===== src/rtl/fp_exp_align_if.sv =====
// Handshake and operand bundle for the fp_exp_align operand-alignment stage.
// master drives operands and out_ready; slave is the alignment block itself.
interface fp_exp_align_if #(
    parameter int MANT_WIDTH = 24,
    parameter int EXP_WIDTH  = 8
);
    logic                  in_valid;
    logic                  in_ready;
    logic [EXP_WIDTH-1:0]  exp_a;
    logic [EXP_WIDTH-1:0]  exp_b;
    logic [EXP_WIDTH-1:0]  diff;
    logic                  borrow;
    logic [MANT_WIDTH-1:0] mant_a;
    logic [MANT_WIDTH-1:0] mant_b;
    logic                  out_valid;
    logic                  out_ready;
    logic [MANT_WIDTH-1:0] big_mant;
    logic [MANT_WIDTH+2:0] small_mant;
    logic [EXP_WIDTH-1:0]  exp_out;
    logic                  swap;

    modport master (
        output in_valid,
        output exp_a,
        output exp_b,
        output diff,
        output borrow,
        output mant_a,
        output mant_b,
        output out_ready,
        input  in_ready,
        input  out_valid,
        input  big_mant,
        input  small_mant,
        input  exp_out,
        input  swap
    );

    modport slave (
        input  in_valid,
        input  exp_a,
        input  exp_b,
        input  diff,
        input  borrow,
        input  mant_a,
        input  mant_b,
        input  out_ready,
        output in_ready,
        output out_valid,
        output big_mant,
        output small_mant,
        output exp_out,
        output swap
    );
endinterface


===== src/rtl/fp_exp_align.sv =====
// Iterative significand alignment with guard/round/sticky collection.
// Define FP_ALIGN_FAST_EN to shift up to four positions per cycle.
module fp_exp_align #(
    parameter int MANT_WIDTH = 24,
    parameter int EXP_WIDTH  = 8
) (
    input logic           clk,
    input logic           rst,
    fp_exp_align_if.slave bus
);
    localparam int SW = MANT_WIDTH + 3;
    localparam int CW = $clog2(SW);
    localparam logic [EXP_WIDTH-1:0] N_MAX = EXP_WIDTH'(MANT_WIDTH + 2);

    localparam logic [1:0] S_IDLE  = 2'd0;
    localparam logic [1:0] S_SHIFT = 2'd1;
    localparam logic [1:0] S_DONE  = 2'd2;

    logic [1:0]            state_q, state_d;
    logic [CW-1:0]         cnt_q, cnt_d;
    logic [SW-1:0]         work_q, work_d;
    logic [MANT_WIDTH-1:0] big_q, big_d;
    logic [EXP_WIDTH-1:0]  exp_q, exp_d;
    logic                  swap_q, swap_d;

    logic [MANT_WIDTH-1:0] big_mant_q, big_mant_d;
    logic [SW-1:0]         small_mant_q, small_mant_d;
    logic [EXP_WIDTH-1:0]  exp_out_q, exp_out_d;
    logic                  swap_out_q, swap_out_d;
    logic                  out_valid_q, out_valid_d;

    logic                  accept;
    logic [EXP_WIDTH-1:0]  n_raw;
    logic [EXP_WIDTH-1:0]  n_clamp;
    logic [CW-1:0]         n_load;
    logic [CW-1:0]         step;
    logic [SW-1:0]         drop_mask;
    logic [SW-1:0]         shifted;
    logic                  sticky;

    assign bus.in_ready   = (state_q == S_IDLE) & ~rst;
    assign accept         = bus.in_valid & bus.in_ready;

    assign bus.out_valid  = out_valid_q;
    assign bus.big_mant   = big_mant_q;
    assign bus.small_mant = small_mant_q;
    assign bus.exp_out    = exp_out_q;
    assign bus.swap       = swap_out_q;

    // A borrow means exp_b is larger, so the distance is the negated diff.
    always_comb begin
        n_raw   = bus.borrow ? (~bus.diff + EXP_WIDTH'(1)) : bus.diff;
        n_clamp = (n_raw > N_MAX) ? N_MAX : n_raw;
        n_load  = CW'(n_clamp);
    end

    always_comb begin
`ifdef FP_ALIGN_FAST_EN
        step = (cnt_q > CW'(4)) ? CW'(4) : cnt_q;
`else
        step = CW'(1);
`endif
        // Bits 0..step all land in (or pass through) the sticky position.
        drop_mask = (SW'(2) << step) - SW'(1);
        sticky    = |(work_q & drop_mask);
        shifted   = (work_q >> step) | {{(SW-1){1'b0}}, sticky};
    end

    always_comb begin
        state_d = state_q;
        cnt_d   = cnt_q;
        work_d  = work_q;
        big_d   = big_q;
        exp_d   = exp_q;
        swap_d  = swap_q;

        unique case (state_q)
            S_IDLE: begin
                if (accept) begin
                    swap_d  = bus.borrow;
                    big_d   = bus.borrow ? bus.mant_b : bus.mant_a;
                    exp_d   = bus.borrow ? bus.exp_b : bus.exp_a;
                    work_d  = bus.borrow ? {bus.mant_a, 3'b000}
                                         : {bus.mant_b, 3'b000};
                    cnt_d   = n_load;
                    state_d = (n_load == '0) ? S_DONE : S_SHIFT;
                end
            end
            S_SHIFT: begin
                work_d = shifted;
                cnt_d  = cnt_q - step;
                if (cnt_d == '0) begin
                    state_d = S_DONE;
                end
            end
            S_DONE: begin
                if (bus.out_ready) begin
                    state_d = S_IDLE;
                end
            end
            default: begin
                state_d = S_IDLE;
            end
        endcase
    end

    // Output registers only change when a result is committed.
    always_comb begin
        big_mant_d   = big_mant_q;
        small_mant_d = small_mant_q;
        exp_out_d    = exp_out_q;
        swap_out_d   = swap_out_q;
        out_valid_d  = (state_d == S_DONE);
        if ((state_d == S_DONE) && (state_q != S_DONE)) begin
            big_mant_d   = big_d;
            small_mant_d = work_d;
            exp_out_d    = exp_d;
            swap_out_d   = swap_d;
        end
    end

    always_ff @(posedge clk or posedge rst) begin
        if (rst) begin
            state_q      <= S_IDLE;
            cnt_q        <= '0;
            work_q       <= '0;
            big_q        <= '0;
            exp_q        <= '0;
            swap_q       <= 1'b0;
            big_mant_q   <= '0;
            small_mant_q <= '0;
            exp_out_q    <= '0;
            swap_out_q   <= 1'b0;
            out_valid_q  <= 1'b0;
        end else begin
            state_q      <= state_d;
            cnt_q        <= cnt_d;
            work_q       <= work_d;
            big_q        <= big_d;
            exp_q        <= exp_d;
            swap_q       <= swap_d;
            big_mant_q   <= big_mant_d;
            small_mant_q <= small_mant_d;
            exp_out_q    <= exp_out_d;
            swap_out_q   <= swap_out_d;
            out_valid_q  <= out_valid_d;
        end
    end
endmodule

===== src/flat_wrapper.sv =====
// flat-port wrapper written by rule: the top's interface ports become plain ports
module fp_exp_align_flat 
#(
    parameter int MANT_WIDTH = 24,
    parameter int EXP_WIDTH  = 8
)
  (clk, rst, bus_in_valid, bus_exp_a, bus_exp_b, bus_diff, bus_borrow, bus_mant_a, bus_mant_b, bus_out_ready, bus_in_ready, bus_out_valid, bus_big_mant, bus_small_mant, bus_exp_out, bus_swap);
  fp_exp_align_if #(.MANT_WIDTH(MANT_WIDTH), .EXP_WIDTH(EXP_WIDTH)) bus_i ();
  input logic clk;
  input logic rst;
  input wire logic [$bits(bus_i.in_valid)-1:0] bus_in_valid;
  input wire logic [$bits(bus_i.exp_a)-1:0] bus_exp_a;
  input wire logic [$bits(bus_i.exp_b)-1:0] bus_exp_b;
  input wire logic [$bits(bus_i.diff)-1:0] bus_diff;
  input wire logic [$bits(bus_i.borrow)-1:0] bus_borrow;
  input wire logic [$bits(bus_i.mant_a)-1:0] bus_mant_a;
  input wire logic [$bits(bus_i.mant_b)-1:0] bus_mant_b;
  input wire logic [$bits(bus_i.out_ready)-1:0] bus_out_ready;
  output wire logic [$bits(bus_i.in_ready)-1:0] bus_in_ready;
  output wire logic [$bits(bus_i.out_valid)-1:0] bus_out_valid;
  output wire logic [$bits(bus_i.big_mant)-1:0] bus_big_mant;
  output wire logic [$bits(bus_i.small_mant)-1:0] bus_small_mant;
  output wire logic [$bits(bus_i.exp_out)-1:0] bus_exp_out;
  output wire logic [$bits(bus_i.swap)-1:0] bus_swap;
  assign bus_i.in_valid = bus_in_valid;
  assign bus_i.exp_a = bus_exp_a;
  assign bus_i.exp_b = bus_exp_b;
  assign bus_i.diff = bus_diff;
  assign bus_i.borrow = bus_borrow;
  assign bus_i.mant_a = bus_mant_a;
  assign bus_i.mant_b = bus_mant_b;
  assign bus_i.out_ready = bus_out_ready;
  assign bus_in_ready = bus_i.in_ready;
  assign bus_out_valid = bus_i.out_valid;
  assign bus_big_mant = bus_i.big_mant;
  assign bus_small_mant = bus_i.small_mant;
  assign bus_exp_out = bus_i.exp_out;
  assign bus_swap = bus_i.swap;
  fp_exp_align #(.MANT_WIDTH(MANT_WIDTH), .EXP_WIDTH(EXP_WIDTH)) u_core (.clk(clk), .rst(rst), .bus(bus_i));
endmodule

===== config.mk =====
export PLATFORM = sky130hd
export DESIGN_NAME = fp_exp_align_flat
export DESIGN_NICKNAME = d
export VERILOG_FILES = /design/src/rtl/fp_exp_align_if.sv /design/src/rtl/fp_exp_align.sv /design/src/flat_wrapper.sv
export SDC_FILE = /design/constraint.sdc
export NUM_CORES = 1
export LEC_CHECK = 0
export BUFFER_PORTS_ARGS = -buffer_cell sky130_fd_sc_hd__buf_2
export CELL_PAD_IN_SITES_DETAIL_PLACEMENT = 2
export CELL_PAD_IN_SITES_GLOBAL_PLACEMENT = 2
export CORE_MARGIN = 3
export CORE_UTILIZATION = 38
export DETAILED_ROUTE_END_ITERATION = 16
export MAX_ROUTING_LAYER = met4
export PLACE_DENSITY = 0.91
export SYNTH_ARGS = -nofsm -noshare
export SYNTH_HDL_FRONTEND = slang
export SYNTH_SLANG_ARGS = --single-unit
export TNS_END_PERCENT = 30

===== constraint.sdc =====
create_clock -name clk -period 7 [get_ports clk]
set_clock_uncertainty 0.15 [all_clocks]
set_input_delay 0 -clock clk [delete_from_list [all_inputs] [get_ports clk]]
set_output_delay 0 -clock clk [all_outputs]
set_load 0.02 [all_outputs]

Word level (Yosys, flattened, before mapping)

Cells that the tools add are included.

Output and inout bits: 62
Bits in registers: 128
Bits of input ports: 77
Word-level logic and storage cells: 51

Bitwise logic cells: 5
Add/sub/neg operators: 2
Order comparisons: 1
Equal/unequal tests: 5
Reduce and logical (&&, ||, !) cells: 7
Multiplexer cells: 20

Operators by type and width:

| kind                                                                             | count |
|---|---|
| 24-bit two-way mux                                                               | 3 |
| 27-bit two-way mux                                                               | 2 |
| 27-bit case mux with 2 select lines                                              | 1 |
| 8-bit two-way mux                                                                | 4 |
| 26-bit by 1-bit bitwise OR with 26-bit output                                    | 1 |
| 5-bit logical NOT                                                                | 2 |
| 5-bit two-way mux                                                                | 2 |
| 5-bit case mux with 2 select lines                                               | 1 |
| 8-bit by 1-bit adder with 8-bit output (second input constant)                   | 1 |
| 8-bit by 5-bit greater-than comparator with 1-bit output (second input constant) | 1 |
| 2-bit two-way mux                                                                | 4 |
| 8-bit inverter                                                                   | 1 |
| 2-bit case mux with 3 select lines                                               | 1 |
| 5-bit by 1-bit subtractor with 5-bit output (second input constant)              | 1 |
| 2-bit equality test (second input constant)                                      | 2 |
| 1-bit bitwise AND                                                                | 2 |
| 2-bit by 1-bit equality test with 1-bit output (second input constant)           | 1 |
| 2-bit logical NOT                                                                | 1 |
| 1-bit two-way mux                                                                | 2 |
| 2-bit by 1-bit != test with 1-bit output (second input constant)                 | 1 |
| 2-bit != test (second input constant)                                            | 1 |
| 2-bit AND reduction                                                              | 1 |
| 2-bit nonzero test                                                               | 1 |
| 2-bit OR reduction                                                               | 1 |
| other kinds (2)                                                                  | 2 |

Longest topological paths before layout

Word-level depth: 11
Gate-level depth with buffers: 9
Gate-level depth less buffers: 8

Least setup slack after synthesis

No wires, ideal clock.

Path type: flip-flop to flip-flop
From: register u_core.state_q[0]
To: register u_core.small_mant_q[10], in the netlist u_core.bus.small_mant[10]
Setup time: 0.125 ns
Clock period less this slack: 2.529 ns
Buffers on the path: 2
Required time: 6.725 ns
Data arrival time: 2.254 ns
Slack: 4.471 ns
Stages on the path, launching flop included: 8
Cells stage by stage: dfrtp_1 -> nor3_1 -> and2_1 -> buf_2 -> nor2_1 -> clkbuf_1 -> a221o_1 -> mux2_2

Elaborated cells on any way between the ends: 14
Classes of those cells: 4 x eq/ne; 6 x mux; 2 x bitwise; 2 x reduce/logical

RTL lines:

| what                                | RTL line            | text |
|---|---|---|
| from (decl)                         | fp_exp_align.sv:19  | `logic [1:0] state_q, state_d;` |
| from (signal assigned)              | fp_exp_align.sv:136 | `state_q <= state_d;` |
| 2-bit logical NOT                   | fp_exp_align.sv:41  | `assign bus.in_ready = (state_q == S_IDLE) & ~rst;` |
| 1-bit bitwise AND                   | fp_exp_align.sv:41  |  |
| via bus_in_ready                    | flat_wrapper.sv:19  | `output wire logic [$bits(bus_i.in_ready)-1:0] bus_in_ready;` |
| 1-bit bitwise AND                   | fp_exp_align.sv:42  | `assign accept = bus.in_valid & bus.in_ready;` |
| 27-bit two-way mux                  | fp_exp_align.sv:79  | `if (accept) begin` |
| 27-bit case mux with 2 select lines | fp_exp_align.sv:77  | `unique case (state_q)` |
| via u_core.work_d[10]               | fp_exp_align.sv:21  | `logic [SW-1:0] work_q, work_d;` |
| to (signal assigned)                | fp_exp_align.sv:143 | `small_mant_q <= small_mant_d;` |
| to (decl)                           | fp_exp_align.sv:27  | `logic [SW-1:0] small_mant_q, small_mant_d;` |

The timed path passes the listed nets, and every way through them passes these cells.
A chain may end at the register's enable or synchronous reset.

Worst setup path in the final report

From: register u_core.state_q[1]
To: register u_core.cnt_q[0]

Cells in the longest elaborated chain, start to end: 5
Elaborated cells on any way between the ends: 8
Classes of those cells: 2 x eq/ne; 1 x mux; 2 x bitwise; 3 x reduce/logical

Ends and longest elaborated chain:

| what                                               | RTL line                               | text |
|---|---|---|
| 2-bit logical NOT                                  | fp_exp_align.sv:41, fp_exp_align.sv:77 |  |
| 1-bit bitwise AND                                  | fp_exp_align.sv:41                     |  |
| 1-bit bitwise AND                                  | fp_exp_align.sv:42                     |  |
| 2-bit by 1-bit != test with 1-bit output (no line) | --                                     |  |
| 2-bit AND reduction (no line)                      | --                                     |  |
| to (signal assigned)                               | fp_exp_align.sv:137                    | `cnt_q <= cnt_d;` |
| to (decl)                                          | fp_exp_align.sv:20                     | `logic [CW-1:0] cnt_q, cnt_d;` |

Several ways; a longest one is shown, not always the timed one.

==> impl_metrics.json <==
{
  "slew_viol_final": 0,
  "core_um2": 14700,
  "tritoncts": "done",
  "dpl_cell_area_um2": 6600,
  "fin_area_um2": 8120,
  "violations": "hold timing",
  "synthArstFlopShare": 1.00,
  "clk_pin_slew_worst_paths_ps": 60,
  "tns_ps": 0,
  "syn_inst": 471,
  "syn2layout_area_growth_pct": 40.0,
  "fmax_mhz": 318,
  "initial_utilization": 0.394,
  "fin_crit_sh": 0.450,
  "synth_cell_types": 39,
  "whs_ps": -17.5,
  "drc": 0,
  "overflow": 0,
  "cp_slowest_stage_delay_ps": 1100,
  "dp_hpwl_mm": 11.1,
  "avgViaCountPerCell": 5.45,
  "synth_warnings": 0,
  "wl_per_cell_um": 26.1,
  "grt_max_degree": 95,
  "worst_slack_ps": 3850,
  "rows": 44,
  "avgSynthCellArea_um2": 12.3,
  "min_path_type": "input pin to register",
  "cts-root-buf": "clkbuf_16",
  "hold_viol": 1,
  "vias": 4869,
  "final_common_cell": "buf_2",
  "synth_fp_nets": 552,
  "drv_cap": 0,
  "drtIter0Drc": 253,
  "seq_area_frac_synth": 0.553,
  "fillers": 1405,
  "nNetsFinal": 777,
  "leakagePower_nw": 4.10,
  "path_class": "register to register",
  "synth_ff_type": "dfrtp_1",
  "synth_edf_count": 0,
  "grt_pass1_wl_mm": 35.8,
  "routed_wl_mm": 23.3,
  "clockBufferDepth": 2,
  "ff_latch_area_um2": 3200,
  "diodes": 0,
  "cp_max_fo": 27,
  "worstPathArrival_ps": 3360,
  "status": "finished, violations left",
  "die_y_um": 129,
  "crit_chain": "nor3_1 > and2_1 > nor2_2 > o21ai_0 > o31ai_1 > dlygate4sd3_1",
  "drive_gt1_frac": 0.336,
  "period_needed_ps": 3150,
  "synth-seq-cells": 128,
  "die_area_um2": 16800,
  "drtPass1Iterations": 4,
  "setup_viol": 0,
  "tightest_slew_ps": 1360,
  "cpMaxStageDelayCell": "nor2_2",
  "grt_pass1_vias": 5766,
  "track_usage": 0.298,
  "netlist_area_um2": 5800,
  "gp_congestion": 0.792,
  "port_buffers": 138,
  "cts_sinks": 128,
  "multi_input_area_um2": 2410,
  "rsz0062_at_grt": "no",
  "cp-end-kind": "register",
  "die_w_um": 129,
  "postRouteAntennaNets": 0,
  "ios": 139,
  "cts_buffers": 17,
  "pre_cts_slack_ps": 4050,
  "antenna_found_initial": 0,
  "power_density_nw_per_um2": 424,
  "h-tree-depth": 4,
  "cp-start-kind": "register",
  "ir_drop_uv": 243,
  "required_ps": 7210,
  "relSlewSlack": 0.0936,
  "layout_common_cells": "buf_2, dfrtp_1, dlygate4sd3_1",
  "worstSkewPairLatency_ps": 430,
  "cts_resized": 0
}
-- layout make-up --
class | count | area share
sequential | 128 | 0.395
multi-input combinational | 304 | 0.297
timing repair buffer | 236 | 0.205
clock buffer | 27 | 0.0644
tap | 184 | 0.0284
clock inverter | 5 | 0.00617
inverter | 9 | 0.00478
-- critical path: cells and delay by family, from the launching register on --
family	cells	cell delay (ps)
flip-flops	1	410
buffers and inverters	1	590
AO/OA/AOI/OAI	2	340
AND/OR/NAND/NOR	3	1580
-- metrics by stage --
step	util	power (mW)	hold WS [ps]	instances
2_1_floorplan	-	1.96	-58.5	471
3_3_place_gp	0.449	2.26	-26.9	767
3_5_place_dp	0.449	2.36	-7.68	767
4_1_cts	0.552	3.33	7.13	893
5_1_grt	0.552	3.61	9.03	893
6_report	0.552	3.44	-17.5	893
-- kinds of logic after synthesis --
group | after synthesis | share of synthesized area
multiplexers | 117 | 0.221
buffers and inverters | 39 | 0.0341
flip-flops | 128 | 0.553
adder cells (fa/ha/maj) | 4 | 0.00864
AO/OA/AOI/OAI | 83 | 0.103
XOR/XNOR | 6 | 0.00907
AND/OR/NAND/NOR | 94 | 0.0719
-- registers in the layout (all words and copies together) (netlist names) --
signal and cells:
u_core.big_q 24, u_core.bus.big_mant 24, u_core.bus.exp_out 8, u_core.bus.out_valid 1, u_core.bus.small_mant 27, u_core.bus.swap 1
u_core.cnt_q 5, u_core.exp_q 8, u_core.state_q 2, u_core.swap_q 1, u_core.work_q 27
-- routing by layer --
metal  GRT usage  part of all wire  vias to the layer above
li1            -                 -                     2131
met1       0.311              0.37                     2547
met2       0.555              0.57                      148
met3      0.0602             0.031                       43
met4       0.109             0.030                        0
met5           -                 0                        -
-- cell usage after synthesis (4+ instances only) --
cell type  count  share of area
mux2_2        51          0.099
ha_1           4         0.0086
a221o_1       24          0.041
dfrtp_1      128           0.55
buf_6          6          0.012
clkbuf_1      16          0.010
mux2_4         9          0.023
nor2_1        28          0.018
a21oi_1        4         0.0035
nand2_1       47          0.030
mux2i_1       57          0.098
xnor2_1        4         0.0060
buf_2          5         0.0043
o21ai_0       43          0.037
inv_1          9         0.0058
-- worst paths after layout --
path,from,endpoint,slack (ps),cells past startpoint
worst max-delay path,u_core.state_q[1],u_core.cnt_q[0],3850,6
worst min-delay path,bus_diff[7],u_core.cnt_q[3],-20,4
worst max register to register,u_core.state_q[1],u_core.cnt_q[0],3850,6
worst min register to register,u_core.exp_q[7],u_core.exp_q[7],350,2
max in group asynchronous,rst,u_core.exp_q[0],5300,4
min in group asynchronous,rst,u_core.state_q[0],100,3
-- power by group --
part | switching [mW] | internal [mW] | total [mW]
Combinational | 0.777 | 0.505 | 1.28
Sequential | 0.218 | 1.06 | 1.27
Clock | 0.345 | 0.544 | 0.889
-- repair_timing --
action	4_1_cts	5_1_grt
hold buffers	94	0
endpoints found under the hold margin	153	0
buffers inserted	0	0
Power figures use the tool's default switching activity.
